`src/rtl/pc_fetch_unit.sv`:
```
// Program counter and instruction register stage of the multi-cycle MIPS core.
// Holds the word-indexed PC, captures the fetched instruction, selects the
// next PC (sequential, branch, jump, jump-register), commits it at the end of
// each instruction, counts retired instructions and raises a sticky halt when
// the next PC would fall outside instruction memory.
module pc_fetch_unit #(
    parameter logic [31:0] RESET_PC  = 32'd0,
    parameter int          MEM_DEPTH = 135
) (
    input  logic        clk,
    input  logic        reset,
    input  logic [5:0]  state,
    input  logic [31:0] ReadInstruction,
    input  logic        branch_taken,
    input  logic        jump,
    input  logic        jump_reg,
    input  logic [31:0] rs_value,
    output logic [31:0] InstrAddr,
    output logic [31:0] instr_reg,
    output logic [31:0] pc_plus1,
    output logic        halted,
    output logic [31:0] retired_count
);

    // One-hot control state encodings driven by the main controller.
    typedef enum logic [5:0] {
        ST_IDLE      = 6'b000001,
        ST_FETCH     = 6'b000010,
        ST_DECODE    = 6'b000100,
        ST_EXECUTE   = 6'b001000,
        ST_MEM       = 6'b010000,
        ST_WRITEBACK = 6'b100000
    } ctrl_state_t;

    localparam logic [31:0] LAST_PC = 32'(MEM_DEPTH - 1);

    logic [31:0] next_pc;
    logic [31:0] branch_offset;
    logic        next_in_range;
    logic        is_fetch;
    logic        is_writeback;

    // Decode the two states that matter here; anything else (including
    // non-one-hot values) matches neither and therefore changes nothing.
    always_comb begin
        is_fetch     = (state == ST_FETCH);
        is_writeback = (state == ST_WRITEBACK);
    end

    // Next-PC selection with jump-register over jump over taken branch over sequential.
    always_comb begin
        pc_plus1      = InstrAddr + 32'd1;
        branch_offset = {{16{instr_reg[15]}}, instr_reg[15:0]};
        next_pc       = pc_plus1;
        if (jump_reg) begin
            next_pc = rs_value;
        end else if (jump) begin
            next_pc = {pc_plus1[31:26], instr_reg[25:0]};
        end else if (branch_taken) begin
            next_pc = pc_plus1 + branch_offset;
        end
        next_in_range = (next_pc <= LAST_PC);
    end

    // PC, IR, halt flag and retire counter; reset wins, halt freezes everything.
    always_ff @(posedge clk) begin
        if (reset) begin
            InstrAddr     <= RESET_PC;
            instr_reg     <= 32'd0;
            halted        <= 1'b0;
            retired_count <= 32'd0;
        end else if (!halted) begin
            if (is_fetch) begin
                instr_reg <= ReadInstruction;
            end
            if (is_writeback) begin
                if (next_in_range) begin
                    InstrAddr <= next_pc;
                end else begin
                    halted <= 1'b1;
                end
                retired_count <= retired_count + 32'd1;
            end
        end
    end

endmodule

```
`config.mk`:
```
export PLATFORM = sky130hd
export DESIGN_NAME = pc_fetch_unit
export DESIGN_NICKNAME = d
export VERILOG_FILES = /design/src/rtl/pc_fetch_unit.sv
export SDC_FILE = /design/constraint.sdc
export NUM_CORES = 1
export LEC_CHECK = 0
export CAP_MARGIN = 20
export CELL_PAD_IN_SITES_DETAIL_PLACEMENT = 1
export CELL_PAD_IN_SITES_GLOBAL_PLACEMENT = 2
export CORE_MARGIN = 8
export CORE_UTILIZATION = 27
export CTS_BUF_LIST = sky130_fd_sc_hd__clkbuf_4 sky130_fd_sc_hd__clkbuf_8
export CTS_CLUSTER_SIZE = 24
export DETAILED_ROUTE_END_ITERATION = 8
export PLACE_DENSITY_LB_ADDON = 0.2
export SLEW_MARGIN = 20
export SYNTH_ARGS = -nofsm -noshare
export SYNTH_HDL_FRONTEND = slang
export SYNTH_SLANG_ARGS = --single-unit
```
`constraint.sdc`:
```
create_clock -name clk -period 6.51 [get_ports clk]
set_input_delay 1.302 -clock clk [delete_from_list [all_inputs] [get_ports clk]]
set_output_delay 1.302 -clock clk [all_outputs]
set_load 0.03 [all_outputs]
```
==> flow_metrics.tcl <==
set metrics [dict create \
    outcome "finished clean" \
    finalCritPeriodShare_pct 89.99 \
    timing.critical_path.to "InstrAddr[10]" \
    grt_overflow 0 \
    initial_utilization_pct 27.30 \
    slew_violations 0 \
    antenna_found_initial 0 \
    drt_drc_violations_left 0 \
    powerDensity_nw_per_um2 122.4 \
    grt_start_max_net_pins 98 \
    drtAntennaViolNets 0 \
    syn_to_final_growth_pct 37.43 \
    global_routing_usage_on_met2_pct 34.61 \
    maxCapViolCount 0 \
    root_buffer "sky130_fd_sc_hd__clkbuf_8" \
    multi_input_logic_area_um2 4855 \
    max-vdd-ir-drop_mv 0.09132 \
    detail_route.iter0.violations 471 \
    critical_path.startpoint "InstrAddr[0]" \
    yosys_warnings 0 \
    firstDrtPassIters 8 \
    timing.reg2reg.setup_slack_ns 0.65 \
    critical_path.reg2reg.startpoint "InstrAddr[0]" \
    final-setup-viol-count 0 \
    routedWlPerCell_um 21.94 \
    final_net_count 1257 \
    total_power_w 0.001190 \
    globalplace.congestion 0.9147 \
    die_w_um 177.9 \
    postSynthCellCount 960 \
    worst_setup_path_start_kind "register" \
    fillerInstances 3194 \
    place.detailed.hpwl_um 26240 \
    fp-row-count 59 \
    cts_buffers 9 \
    post_drt_via_cell_ratio 5.433 \
    timing.final.crit_period_ns 5.859 \
    hold_violations 0 \
    synthDominantAreaCellType "sky130_fd_sc_hd__dfxtp_1" \
    groute.usage.overall_pct 20.46 \
    postSynth.asyncResetShare_pct 0 \
    synth-main-ff-cell "sky130_fd_sc_hd__dfxtp_1" \
    seq_area_frac_synth_pct 27.45 \
    grtUsageMet1_pct 25.09 \
    ctsLongestPathBuffers 2 \
    max_freq_ghz 0.1707 \
    crit_fanout 24 \
    number_of_enable_type_register_cells_in_the_synthesized_netlist 0 \
    worst_hold_path_type "register to register" \
    yosys.area.top_type_share_pct 27.45 \
    timing.setup.tns_ns 0 \
    global_route.usage.met3_pct 6.277 \
    ys_top_cells_by_area "sky130_fd_sc_hd__dfxtp_1, sky130_fd_sc_hd__nand2_1, sky130_fd_sc_hd__a21oi_1" \
    placeableCoreArea_um2 25910 \
    seqCellArea_um2 1942 \
    netlist-cell-type-count 67 \
    die_area_um2 31630 \
    ios 204 \
    clock_latency_ns 0.40 \
    worst-r2r-cell-count 20 \
    grt_pass1_vias 8142 \
    diodes 0 \
    finalWirelength_um 32600 \
    rsz0062_at_grt "no" \
    synth_nets 1071 \
    worstSetupEndpointType "register" \
    cts_setup_buffers 0 \
    grt.busiest_layer "met2" \
    vias 8074 \
    slew-limit-headroom_pct 28.95 \
    r2r_end "InstrAddr[10]" \
    synthesis.area_per_instance_um2 7.368 \
    synthTopCellsByCount "sky130_fd_sc_hd__nand2_1, sky130_fd_sc_hd__dfxtp_1, sky130_fd_sc_hd__a21oi_1" \
    clock_sinks 97 \
    grt_first_pass_wirelength_um 50080 \
    final_cells 1486 \
    ctsHtreeMaxLevel 3 \
    timing_worst_slew_pin_value_ns 1.066 \
    required_ns 6.74 \
    io_buffer_count 203 \
    dp.cells 1470 \
    die_height_um 177.9 \
    post_synth_instance_area_um2 7073 \
    synth-seq-cells 97 \
    setup.worst_path.class "register to register" \
    power.leakage_nw 3.333 \
    fin_skew_ns 0.01133 \
    clk_pin_slew_ns 0.10 \
    timing.critical_path.arrival_ns 6.09 \
    drive_gt1_share_pct 4.605 \
    post-synth-top-count-cell "sky130_fd_sc_hd__nand2_1" \
    tritoncts "built" \
]
## through the flow
stage | util, % | cell area [um2] | worst slack [ns] | hold WS, ns
after floorplan | - | 7073 | 1.020 | 0.5837
after global placement | 36.64 | 9494 | 0.6388 | 0.4411
after detailed placement | 36.65 | 9495 | 0.6501 | 0.4503
after CTS | 37.49 | 9714 | 0.5587 | 0.4651
after global routing | 37.52 | 9721 | 0.1536 | 0.4838
final | 37.52 | 9721 | 0.6514 | 0.4629
## cell families after synthesis
family / share of synthesized area [%]
AOI/OAI and AO/OA: 20.98
xor gates and xnor gates: 9.039
adders and majority gates: 6.474
buffers and inverters: 4.016
DFF: 27.45
muxes: 1.486
and+or+nand+nor: 30.55
## cells in the final DEF (no fill, tap or decap), drive strengths merged, types with 11 or more instances in the layout
cell / synthesis / layout
a211oi: 15 / 15
a21oi: 91 / 91
a31oi: 11 / 11
and3: 12 / 12
buf: 6 / 25
clkdlybuf4s50: 0 / 202
dfxtp: 97 / 97
ha: 35 / 35
inv: 17 / 19
nand2: 144 / 144
nand3: 32 / 32
nand4: 40 / 40
nor2: 85 / 85
nor3: 30 / 30
nor3b: 22 / 22
nor4: 14 / 14
o21ai: 56 / 56
or3: 11 / 11
xnor2: 37 / 37
xor2: 36 / 36
## area by class of cell
class,count,area share [%]
clock buffer,10,1.416
clock inverter,6,0.8367
inverter,17,0.6565
multi-input combinational,794,49.94
sequential,97,19.98
tap,335,4.312
timing repair buffer,227,22.86
## metal layers
metal	vias to the layer above	wire, um
met2	245	15480
met5	-	0
met4	0	582
met1	3918	14010
li1	3876	-
met3	35	2526
## critical path, stage by stage, from the launching register on
cell                       delay (ns)
sky130_fd_sc_hd__dfxtp_1         0.48
sky130_fd_sc_hd__ha_1            0.26
sky130_fd_sc_hd__nand4_1         0.23
sky130_fd_sc_hd__nor4_1          0.65
sky130_fd_sc_hd__nand2_1         0.14
sky130_fd_sc_hd__xnor2_1         0.16
sky130_fd_sc_hd__buf_4           0.17
sky130_fd_sc_hd__ha_1            0.40
sky130_fd_sc_hd__a21oi_1         0.28
sky130_fd_sc_hd__o21ai_1         0.11
sky130_fd_sc_hd__a21oi_1         0.25
sky130_fd_sc_hd__o21ai_0         0.14
sky130_fd_sc_hd__or3_1           0.39
sky130_fd_sc_hd__a31oi_1         0.18
sky130_fd_sc_hd__or4b_1          0.46
sky130_fd_sc_hd__nor4b_2         0.35
sky130_fd_sc_hd__nor4bb_1        0.33
sky130_fd_sc_hd__buf_4           0.24
sky130_fd_sc_hd__and3_1          0.23
sky130_fd_sc_hd__buf_12          0.18
sky130_fd_sc_hd__nor3b_1         0.06
## power breakdown
part / total, W / internal (W) / switching (W)
Clock: 0.000447 / 0.000196 / 0.000251
Sequential: 0.000596 / 0.000595 / 0.00000175
Combinational: 0.000147 / 0.0000695 / 0.0000770
Total: 0.00119 / 0.000860 / 0.000330
## worst min path at each step
stage / startpoint / endpoint / slack [ns] / cells past startpoint
after floorplan: instr_reg[31] / instr_reg[31] / 0.58 / 2
after global placement: instr_reg[30] / instr_reg[30] / 0.44 / 2
after detailed placement: instr_reg[29] / instr_reg[29] / 0.45 / 2
after CTS: instr_reg[27] / instr_reg[27] / 0.47 / 2
after global routing: instr_reg[29] / instr_reg[29] / 0.48 / 2
final: instr_reg[29] / instr_reg[29] / 0.46 / 2
## repair_timing
item                       in CTS  in global routing
setup endpoints to repair       0                  1
hold endpoints to repair        0                  0
resized for setup               0                  1
hold buffers                    0                  0
(Power assumes the default switching activity.)
